$ cat src/rtl/regfile_dump.sv
// rtl/regfile_dump.sv - register file debug dump engine, byte-serial 5-byte records per selected register
module regfile_dump #(
    parameter int NUM_REGS = 32,
    parameter int DATA_W   = 32
) (
    input  logic              clk,
    input  logic              rst,
    input  logic              start,
    input  logic [31:0]       mask,
    output logic [4:0]        rd_addr,
    input  logic [DATA_W-1:0] rd_data,
    output logic              out_valid,
    input  logic              out_ready,
    output logic [7:0]        out_data,
    output logic              out_last,
    output logic              busy,
    output logic              done
);

    typedef enum logic [1:0] {
        S_IDLE,
        S_SCAN,
        S_SEND,
        S_DONE
    } state_t;

    localparam logic [4:0] LAST_IDX = 5'(NUM_REGS - 1);

    state_t            state_q, state_d;
    logic [4:0]        idx_q, idx_d;
    logic [31:0]       mask_q, mask_d;
    logic [DATA_W-1:0] hold_q, hold_d;
    logic [2:0]        cnt_q, cnt_d;
    logic              higher_set;
    logic              xfer;

    // Any selected register above the current index still pending?
    always_comb begin
        higher_set = 1'b0;
        for (int i = 0; i < NUM_REGS; i++) begin
            if (i > int'(idx_q) && mask_q[i]) begin
                higher_set = 1'b1;
            end
        end
    end

    assign out_valid = (state_q == S_SEND);
    assign xfer      = out_valid && out_ready;
    assign busy      = (state_q != S_IDLE);
    assign done      = (state_q == S_DONE);
    assign rd_addr   = idx_q;
    assign out_last  = out_valid && (cnt_q == 3'd4) && !higher_set;

    // Byte mux is driven only by registers, so it holds steady under backpressure.
    always_comb begin
        out_data = 8'h00;
        if (state_q == S_SEND) begin
            case (cnt_q)
                3'd0:    out_data = {3'b000, idx_q};
                3'd1:    out_data = hold_q[7:0];
                3'd2:    out_data = hold_q[15:8];
                3'd3:    out_data = hold_q[23:16];
                default: out_data = hold_q[31:24];
            endcase
        end
    end

    always_comb begin
        state_d = state_q;
        idx_d   = idx_q;
        mask_d  = mask_q;
        hold_d  = hold_q;
        cnt_d   = cnt_q;
        case (state_q)
            S_IDLE: begin
                if (start) begin
                    mask_d  = mask;
                    idx_d   = 5'd0;
                    state_d = S_SCAN;
                end
            end
            S_SCAN: begin
                if (mask_q[idx_q]) begin
                    hold_d  = rd_data;
                    cnt_d   = 3'd0;
                    state_d = S_SEND;
                end else if (idx_q == LAST_IDX) begin
                    state_d = S_DONE;
                end else begin
                    idx_d = idx_q + 5'd1;
                end
            end
            S_SEND: begin
                if (xfer) begin
                    if (cnt_q == 3'd4) begin
                        if (idx_q == LAST_IDX || !higher_set) begin
                            state_d = S_DONE;
                        end else begin
                            idx_d   = idx_q + 5'd1;
                            state_d = S_SCAN;
                        end
                    end else begin
                        cnt_d = cnt_q + 3'd1;
                    end
                end
            end
            S_DONE: begin
                idx_d   = 5'd0;
                state_d = S_IDLE;
            end
            default: state_d = S_IDLE;
        endcase
    end

    always_ff @(posedge clk or posedge rst) begin
        if (rst) begin
            state_q <= S_IDLE;
            idx_q   <= 5'd0;
            mask_q  <= 32'd0;
            hold_q  <= '0;
            cnt_q   <= 3'd0;
        end else begin
            state_q <= state_d;
            idx_q   <= idx_d;
            mask_q  <= mask_d;
            hold_q  <= hold_d;
            cnt_q   <= cnt_d;
        end
    end

endmodule

$ cat config.mk
export PLATFORM = sky130hd
export DESIGN_NAME = regfile_dump
export DESIGN_NICKNAME = d
export VERILOG_FILES = /design/src/rtl/regfile_dump.sv
export SDC_FILE = /design/constraint.sdc
export NUM_CORES = 1
export LEC_CHECK = 0
export CORE_MARGIN = 2
export CORE_UTILIZATION = 50
export CTS_BUF_LIST = sky130_fd_sc_hd__clkbuf_4 sky130_fd_sc_hd__clkbuf_8
export DETAILED_ROUTE_END_ITERATION = 8
export HOLD_SLACK_MARGIN = 0.12
export PLACE_DENSITY = 0.78
export SYNTH_ARGS = -nofsm -noshare
export SYNTH_HDL_FRONTEND = slang
export SYNTH_SLANG_ARGS = --single-unit
export TNS_END_PERCENT = 30
$ cat constraint.sdc
create_clock -name clk -period 3.1 [get_ports clk]
set_clock_uncertainty 0.1 [all_clocks]
set_input_delay 0.62 -clock clk [delete_from_list [all_inputs] [get_ports clk]]
set_output_delay 0.62 -clock clk [all_outputs]
set_load 0.02 [all_outputs]
# ---- Word-level counts from Yosys, hierarchy flattened
# Index checks and enable logic that the tools add are counted.
dict set report word_totals {
  input_bits 68
  wordCells 154
  regBits 74
}
dict set report op_classes {
  order_cmp 32
  n_eq_ne 17
  reduce_logical 45
  mux 53
  n_addsub 2
}
# operator n
set ops {}
lappend ops {{$gt A5 B5 Y1 const A} 16}
lappend ops {{$gt A4 B5 Y1 const A} 8}
lappend ops {{$logic_and A1 B1 Y1} 34}
lappend ops {{$mux W1} 32}
lappend ops {{$pmux W8 S4} 1}
lappend ops {{$mux W5} 6}
lappend ops {{$gt A3 B5 Y1 const A} 4}
lappend ops {{$pmux W5 S4} 1}
lappend ops {{$mux W2} 6}
lappend ops {{$ne A2 B2 Y1 const B} 6}
lappend ops {{$gt A2 B5 Y1 const A} 2}
lappend ops {{$mux W3} 3}
lappend ops {{$mux W8} 1}
lappend ops {{$pmux W2 S4} 1}
lappend ops {{$reduce_and A4 Y1} 2}
lappend ops {{$eq A3 B2 Y1 const B} 2}
lappend ops {{$lt A5 B6 Y1 const B} 1}
lappend ops {{$pmux W3 S2} 1}
lappend ops {{$reduce_and A6 Y1} 1}
lappend ops {{$add A5 B1 Y5 const B} 1}
lappend ops {{$bmux W1 S5} 1}
lappend ops {{$eq A5 B5 Y1 const B} 1}
lappend ops {{$gt A1 B5 Y1 const A} 1}
lappend ops {{$eq A2 B2 Y1 const B} 2}
lappend ops {{12 further kinds} 15}

# ---- Depth between registers and ports, before layout
dict set report logic_depth {
  ltp_word 39
  ltp_mapped 12
  depth_no_buf 10
}

# ---- Least setup slack after synthesis
# No wires, ideal clock.
dict set report synth_path {
  path_type {reg-to-output}
  from {register idx_q[2], in the netlist rd_addr[2]}
  to {output out_last}
  t_arrival_ns 2.493
  path_slack_ns -0.113
  required_time_ns 2.380
  path_stages_with_launch 12
  path_cell_list {dfrtp_1 -> buf_2 -> buf_2 -> buf_2 -> and3_1 -> ha_1 -> nand2b_1 -> o2111a_1 -> nand4_1 -> a2111oi_4 -> nand4_1 -> nor2_1}
}
dict set report synth_via {
  elab_chain_len 35
}
# item line
set synth_rtl {}
lappend synth_rtl {{from (decl)} 30} ;# logic [4:0] idx_q, idx_d;
lappend synth_rtl {{from (signal assigned)} 124} ;# idx_q <= idx_d;
lappend synth_rtl {{$gt A1 B5 Y1} 41} ;# if (i > int'(idx_q) && mask_q[i]) begin
lappend synth_rtl {{$logic_and A1 B1 Y1} 41}
lappend synth_rtl {{$mux W1 (30 in a row)} 41}
lappend synth_rtl {{$mux W1 (*)} 41}
lappend synth_rtl {{$logic_not A1 Y1 (*)} 52} ;# assign out_last = out_valid && (cnt_q == 3'd4) && !higher_set;
lappend synth_rtl {{$logic_and A1 B1 Y1 (*)} 52}
lappend synth_rtl {{to (decl)} 15} ;# output logic out_last,
# Every way passes the cells marked *; elsewhere a longest branch is shown, timed or not.

# ---- Worst setup path in the final report
dict set report layout_path {
  from {register idx_q[1], in the netlist rd_addr[1]}
  to {output out_last}
}
# Same word-level chain as after synthesis.

==> key figures <==
Timing
  • Max-slew violations: 0
  • RSZ-0062 raised after global routing: true
  • Endpoints failing setup: 1
  • Final worst slack: -44.26 ps
  • FMAX: between 300 and 400 MHz
  • Final Hold Vio Count: 0
  • Final worst path period share: 1.014
  • Period minus WS final: approximately 3100 ps
  • Total Neg Setup Slack: -44.26 ps
  • Worst-Margin Slew: about 440 ps
  • Slew margin rel.: 0.7064
  • WHS: 399.5 ps

Logic synthesis
  • Largest area contributor in the netlist: dfrtp_1
  • Top-count cell post-synth: dfrtp_1
  • Top FF cell, synth: dfrtp_1
  • Netlist Area Pre-Place: 4194 sq um
  • Top cells by count, synth: dfrtp_1 (74), mux2_2 (63), nand2_1 (26), mux2i_1 (21), nor2b_1 (20)
  • Yosys cell types: between 50 and 60
  • FF+latch count, synth: 74
  • Post-synthesis net count: 459
  • Register area share after synthesis: 0.4415
  • Post-synth EDFFs: 0
  • Post-synth top area share: 0.4415
  • Synth Warn #: 0
  • Post-Syn Instances: 377
  • Ys async rst share: 1.000
  • Syn_area_per_cell: 11.12 sq um
  • Largest cells by area after synthesis: dfrtp_1 (44%), mux2_2 (17%), mux2i_1 (5.0%)

Drt
  • Iter 0 DRT Violations: about 330
  • Via count: ~3500
  • Via density: approximately 5.8
  • DRT Pass-1 Iters: 5
  • Remaining DRCs: 0
  • Routed wire length: between 10000 and 15000 microns
  • Antenna Nets Post-Route: 0
  • WL/cell: about 18 microns

Setup path
  • Critical path's slowest cell: dfrtp_2
  • CP startpoint kind: register
  • Crit path kind: reg2out
  • CP top delay family: simple AND/OR/NAND/NOR gates
  • Critical Path Start: rd_addr[1]
  • CP Capture Type: output pin
  • CP max FO: 12
  • Worst Reg-to-Reg Cells: 10
  • Cell mode on critical path: buf_4
  • Arr. time, crit path: around 2400 ps
  • Cell Chain, Critical Path: buf_8, buf_4, buf_4, or3_1, or2_1, a21oi_1, o32ai_2, nand4_1, nor2_4, buf_6
  • Worst reg2reg path startpoint: rd_addr[1]
  • Reg2reg end: rd_addr[3]
  • Buf/Inv on CP: 4
  • R2r setup slk: 390 ps
  • Max incr delay on CP: roughly 450 ps
  • Critical path data required time: 2380 ps

Clock tree
  • Clk slew on worst S/H paths: around 80 ps
  • CTS tree: done
  • CTS sink count: 74
  • H-tree Lvls: 3
  • CTS Buf Count: 9
  • Clock latency on the worst-skew pair: ~350 ps
  • CTS root buf: clkbuf_8
  • Clk buf depth: 2

Global route
  • Total GRT Usage: 0.2503
  • Vias in the first global route: 3478
  • Initial antenna violation count: 0
  • Largest net degree at the start of global routing: 75
  • First-pass GRT wire length: 17370 microns
  • Gr ovfl total: 0

Place
  • Port Buffers: 84
  • Placed cells: 587
  • RD Place Congestion: roughly 0.96
  • DP HPWL: between 7000 and 8000 microns
  • Pre-CTS setup slack: -224.6 ps

Power
  • Final Total Pwr: about 5400 uW
  • Leakage power: 0.002392 uW
  • PD cells: approximately 940 nW/um^2
  • Max IR drop VDD: approximately 520 uV

Die
  • Initial Util: 0.5130
  • I/O pin count: 85
  • Core Region: 8175 sq um
  • Die area: ~9100 sq um
  • Die Width: roughly 96 microns
  • Die Ht: between 90 and 100 microns
  • # rows: 33

Final layout
  • Final Instance Count excl. Fillers: a little over 600
  • Final net count: 582
  • Share of cells above drive strength 1: 0.3168
  • Area Growth Syn to Fin: 36.19%
  • N_diodes: 0

Outcome
  • Failing checks: setup timing
  • Run status: finished with violations

Hold path
  • Hold Crit Class: reg2reg
  • Hold Crit Depth: 1
  • Worst Hold End: hold_q[28]
  • Worst hold start: hold_q[28]

Flow run
  • Max_cap viols: 0
==> area by class of cell <==
class	instances	area [sq um]
Fill cell	630	2464
Multi-Input combinational cell	268	2252
Sequential cell	74	1856
Timing Repair Buffer	135	1227
Tap cell	105	131.4
Clock buffer	9	123.9
Clock inverter	7	76.32
Inverter	12	45.04
==> report_power, final <==
part | internal [uW] | switching (uW)
combinational | 1500 | 1300
sequential | 1450 | 375
clock | 377 | 400
total | 3320 | 2070
==> logic make-up (layout without fill, tap and decap cells) <==
| kind of cell | after synthesis | count (layout) | share of synthesized area |
|---|---|---|---|
| flip-flops | 74 | 74 | 0.4415 |
| multiplexers | 85 | 85 | 0.2220 |
| AO/OA/AOI/OAI | 67 | 67 | 0.1226 |
| adder cells (fa/ha/maj) | 14 | 14 | 0.04177 |
| buffers and inverters | 35 | 163 | 0.04176 |
| AND/OR/NAND/NOR | 102 | 102 | 0.1304 |
==> registers in the layout, indices dropped and copies added, names as in the netlist <==
| name | cells |
|---|---|
| cnt_q | 3 |
| hold_q | 32 |
| mask_q | 32 |
| rd_addr | 5 |
| state_q | 2 |
==> per-layer routing <==
metal  up-vias  track usage  share of wire
li1       1633            -              -
met5         -            0              0
met1      1746       0.3675           0.46
met2       153       0.3817           0.47
met4         0      0.07500         0.0086
met3        11      0.03874          0.061
==> worst max path at each step <==
| stage | endpoint | depth (start not counted) |
|---|---|---|
| after global placement | out_last | 9 |
| after floorplan | out_last | 10 |
| after CTS | out_last | 10 |
| after detailed placement | out_last | 10 |
| after global routing | out_last | 10 |
| final | out_last | 10 |
==> timing repair <==
action,CTS,global route
setup buffers,0,7
setup endpoints to repair,9,9
hold buffers,0,0
endpoints found under the hold margin,0,0
pin swaps,0,8
resized for setup,12,42
==> metrics by stage <==
step	cell area, sq um	utilization
floorplan	4207	-
global placement	5406	0.6613
detailed placement	5406	0.6613
CTS	5599	0.6849
global route	5712	0.6987
finish	5712	0.6987
==> layout by cell type (no fill, tap or decap), types with 3 or more instances in the layout <==
| master | n |
|---|---|
| nand3_1 | 10 |
| nand2_1 | 26 |
| a222oi_1 | 8 |
| buf_6 | 3 |
| buf_4 | 47 |
| ha_4 | 3 |
| nand3b_1 | 6 |
| and2_1 | 3 |
| a221oi_1 | 5 |
| dfrtp_2 | 3 |
| dfrtp_1 | 71 |
| ha_1 | 10 |
| nor2b_1 | 19 |
| o31ai_1 | 5 |
| mux2i_1 | 21 |
| a21boi_0 | 3 |
| nand4_1 | 5 |
| mux2_2 | 63 |
| inv_1 | 9 |
| nor2_1 | 12 |
| inv_2 | 3 |
| a31oi_1 | 4 |
| clkdlybuf4s50_1 | 75 |
| a21oi_1 | 11 |
| nand2b_1 | 4 |
| a2bb2oi_1 | 4 |
| o21ai_0 | 7 |
| clkbuf_2 | 7 |
| clkbuf_8 | 9 |
Note: power is estimated with default switching activity, not from simulation.
==> edit 1: new RTL, same flow settings <==
`hold_q` no longer has a reset.
--- a/src/rtl/regfile_dump.sv
+++ b/src/rtl/regfile_dump.sv
@@ -117,16 +117,18 @@
             state_q <= S_IDLE;
             idx_q   <= 5'd0;
             mask_q  <= 32'd0;
-            hold_q  <= '0;
             cnt_q   <= 3'd0;
         end else begin
             state_q <= state_d;
             idx_q   <= idx_d;
             mask_q  <= mask_d;
-            hold_q  <= hold_d;
             cnt_q   <= cnt_d;
         end
     end
 
+    always_ff @(posedge clk) begin
+        hold_q <= hold_d;
+    end
+
 endmodule
 
Function: same outputs for any inputs over 10 cycles, from zero or initial values and one cycle with rst high; that may be too few to reach the edited logic, so the function may still have changed.
==> edit 1 against the unedited design <==
Combinational power decreased by 19%. Global-route usage fell by 0.051 points. Core utilization decreased by 1.2 points. Setup slack better by 0.11 ns. Power down 8.5%. Design area decreased by 7.1%. Synthesized cell count shrank 13%. Sequential cell count did not move. Routed wire length decreased by 6.0%. Clock power rose by 8.9%. Area after synthesis down 5.3%.
==> edit 1: results (changes against the unedited design) <==
- Result of the run: finished clean
* Count of cells resized by post-cts repair: 21 (+9)
* Met3 usage: 5.32% (+1.4 points)
- Number of non-filler instances in the completed layout: 546 (-10%)
- Non-clock buffer count in the final layout: 120 (-11%)
* Number of enable-type register cells in the synthesized netlist: 32 (+32)
* Placed wire-length estimate after detailed placement: 7590 um (-4.1%)
- Finished Cell Area: 5310 um2 (-7.1%)
* Fraction of area in multi-input gates: 33.9% (-5.6 points)
- The depth of the worst register-to-register path came to 9 (-1).
- Worst slew slack as a fraction of its limit: 63.3% (-7.3 points)
- Layout clock buffers: 10 (+1)
- Placer's final routability congestion estimate: 0.872 (-8.9%)
- The power dissipated in the clock network came to 0.847 mW (+8.9%).
* Post-Syn Instances: 327 (-13%)
- The met2 track demand over resource in global routing was 40.0% (+1.8 points).
* Total Wirelength: 10300 um (-6.0%)
* Switching power: 1.84 mW (-11%)
* Share of cells above drive strength 1: 25.2% (-6.5 points)
- The met1 demand-to-capacity share in global routing is 34.5% (-2.2 points).
- The sequential fraction of the synthesis area was 50.7% (+6.5 points).
- For hold timing, the worst endpoint is mask_q[0].
- The leakage power total is 2.10 nW (-12%).
* Nets in the synthesized netlist: 409 (-11%)
* Sum of internal, switching and leakage power: 4.93 mW (-8.5%)
- Maximum number of pins on one net before global-route repair: 43 (-43%)
- Global-route wire length before repair: 16600 um (-4.5%)
- The number of non-clock inverters in the layout is 15 (+3).
- Internal reg-to-reg setup slack: 0.41 ns (+0.02 ns)
- Highest fanout seen on the critical path: 10 (-2)
- In this run the most critical hold path is launched from mask_q[0].
- Count of distinct cell types in the synthesized netlist: 61 (+15%)
- Share of final layout cell area taken by clock buffers and inverters: 4.17% (+0.67 points)
- Overall routing resource usage: 25.0% (-0.051 points)
* Number of global-route vias before repair: 3192 (-8.2%)
- The number of combinational gates with multiple inputs is 219 (-18%).
* TritonRoute pass-1 iters: 7 (+2)
* Setup slack after placement: -0.0416 ns (+0.183 ns)
## edit 1: per-layer routing
layer / vias to the layer above / share of wire [%] / wire, um
met5: - / 0 / 0
met4: 0 / 1.2 / 123
met3: 13 / 5.4 / 560
met2: 125 / 48 / 4990
met1: 1579 / 45 / 4660
li1: 1468 / - / -
## edit 1: logic make-up (layout without fill, tap and decap cells)
group / count (synthesis) / count (layout) / share of synthesized area [%]
compound gates: 74 / 74 / 14.7
buf+inv: 34 / 151 / 4.44
fa+ha+maj: 14 / 14 / 4.41
simple gates: 84 / 84 / 11.9
mux: 47 / 47 / 13.9
flops: 74 / 74 / 50.7
## edit 1: critical path, cell delays in order, from the launching register on
cell	delay [ns]
dfrtp_1	0.41
buf_4	0.15
buf_4	0.17
and2_4	0.19
or3_1	0.34
a311o_1	0.33
nand4_1	0.16
nor2_1	0.07
buf_4	0.15
==> edit 2: new RTL, config.mk and constraints unchanged <==
Made on the original files. `NUM_REGS`: 32 -> 16.
--- a/src/rtl/regfile_dump.sv
+++ b/src/rtl/regfile_dump.sv
@@ -1,6 +1,6 @@
 // rtl/regfile_dump.sv - register file debug dump engine, byte-serial 5-byte records per selected register
 module regfile_dump #(
-    parameter int NUM_REGS = 32,
+    parameter int NUM_REGS = 16,
     parameter int DATA_W   = 32
 ) (
     input  logic              clk,
Check against the original RTL: not equivalent (a bounded check fails within 10 cycles, from zero or initial values and one cycle with rst high).
==> edit 2 against the unedited design <==
Power increased by 6.1%. Setup slack improved by 0.16 ns. Register-to-register slack got worse by 0.07 ns. Routed wire length decreased by 8.6%. Sequential cell count unchanged. Area after synthesis decreased by 1.4%. Design area decreased by 4.0%. Largest cell class unchanged. Count of clock-buffer cells in the layout increased by 1. Via count decreased by 13%. Final cell count decreased by 11%. Synthesized cell count decreased by 12%.
==> edit 2: results (changes against the unedited design) <==
- The number of global-route vias before repair came to 3284 (-5.6%).
* Nets in the synthesized netlist: 413 (-10%)
- Drt first-iter violations: 154 (-53%)
- The sequential fraction of the synthesis area came to 44.8% (+0.64 points).
- Arrival time at the worst endpoint: 2.27 ns (-0.15 ns)
- The fraction of layout cells with a size suffix above 1 is 31.9% (+0.21 points).
- Highest fanout seen on the critical path: 15 (+3)
- The leakage power total was 2.46 nW (+3.0%).
- The total iterations of the first detailed-routing run is 4 (-1).
* Fillers: 624 (-0.95%)
* Result of the run: finished clean
* Placed wire-length estimate after detailed placement: 7510 um (-5.2%)
* Last element of the critical path: out_data[4]
- The worst hold path begins at mask_q[16].
* Combinational fraction of design power: 51.1% (-0.7 points)
- The power in sequential cells came to 1.86 mW (+2%).
- In this run the critical register-to-register path is captured at hold_q[12].
- The number of vias per cell came to 5.68 (-2.2%).
- The last weighted congestion value of the routability-driven placer came to 0.861 (-10%).
* Commonest cells in the synthesized netlist: 74 x dfrtp_1, 34 x mux2_2, 30 x mux2_4, 18 x nand2_1, 13 x ha_1
- The count of mapped cells out of synthesis is 332 (-12%).
* NumNets Final: 515 (-12%)
* Int Pwr: 3.63 mW (+9.2%)
- Internal reg-to-reg setup slack: 0.32 ns (-0.07 ns)
* Global-route wire length before repair: 16100 um (-7.4%)
* Worst setup startpoint: state_q[0]
- The number of distinct standard cells referenced by the synthesized netlist came to 65 (+23%).
[edit 2: per-stage QoR]
stage | worst slack, ns | setup TNS, ns | hold WS (ns) | power, mW
finish | 0.114 | 0 | 0.408 | 5.73
global route | -0.0175 | -0.0175 | 0.430 | 6.06
detailed placement | -0.128 | -0.128 | 0.390 | 4.71
CTS | 0.00245 | 0 | 0.412 | 5.71
floorplan | 0.179 | 0 | 0.370 | 3.92
global placement | -0.0799 | -0.0799 | 0.390 | 4.62
[edit 2: per-layer routing]
| metal | GRT usage, % | vias up | wire length (um) |
|---|---|---|---|
| li1 | - | 1444 | - |
| met2 | 40.7 | 96 | 5060 |
| met3 | 4.55 | 18 | 496 |
| met4 | 10.0 | 0 | 189 |
| met1 | 28.3 | 1531 | 4290 |
| met5 | 0 | - | 0 |
[edit 2: logic make-up after synthesis]
logic type                 share of synthesized area (%)
and+or+nand+nor                                     7.99
DFF                                                 44.8
adders and majority gates                           3.93
AOI/OAI and AO/OA                                   14.4
muxes                                               23.1
buffers and inverters                               5.78
[edit 2: area by class of cell]
class | count | area (um2) | area share [%]
Multi-Input combinational cell | 223 | 2090 | 38.2
Timing Repair Buffer | 112 | 1080 | 19.8
Inverter | 14 | 68.8 | 1.26
Clock buffer | 10 | 138 | 2.51
Tap cell | 105 | 131 | 2.40
Sequential cell | 74 | 1850 | 33.8
Clock inverter | 6 | 113 | 2.05
[edit 2: repair_timing]
action / CTS / global route
hold endpoints to repair: 0 / 0
setup buffers: 0 / 1
endpoints found under the setup margin: 9 / 5
resized for setup: 12 / 14
pin swaps: 4 / 5
[edit 2: critical path, stage by stage, from the launching register on]
cell	delay, ns
dfrtp_1	0.46
inv_1	0.19
ha_4	0.27
o21ai_0	0.14
a31oi_1	0.21
clkdlybuf4s50_1	0.64
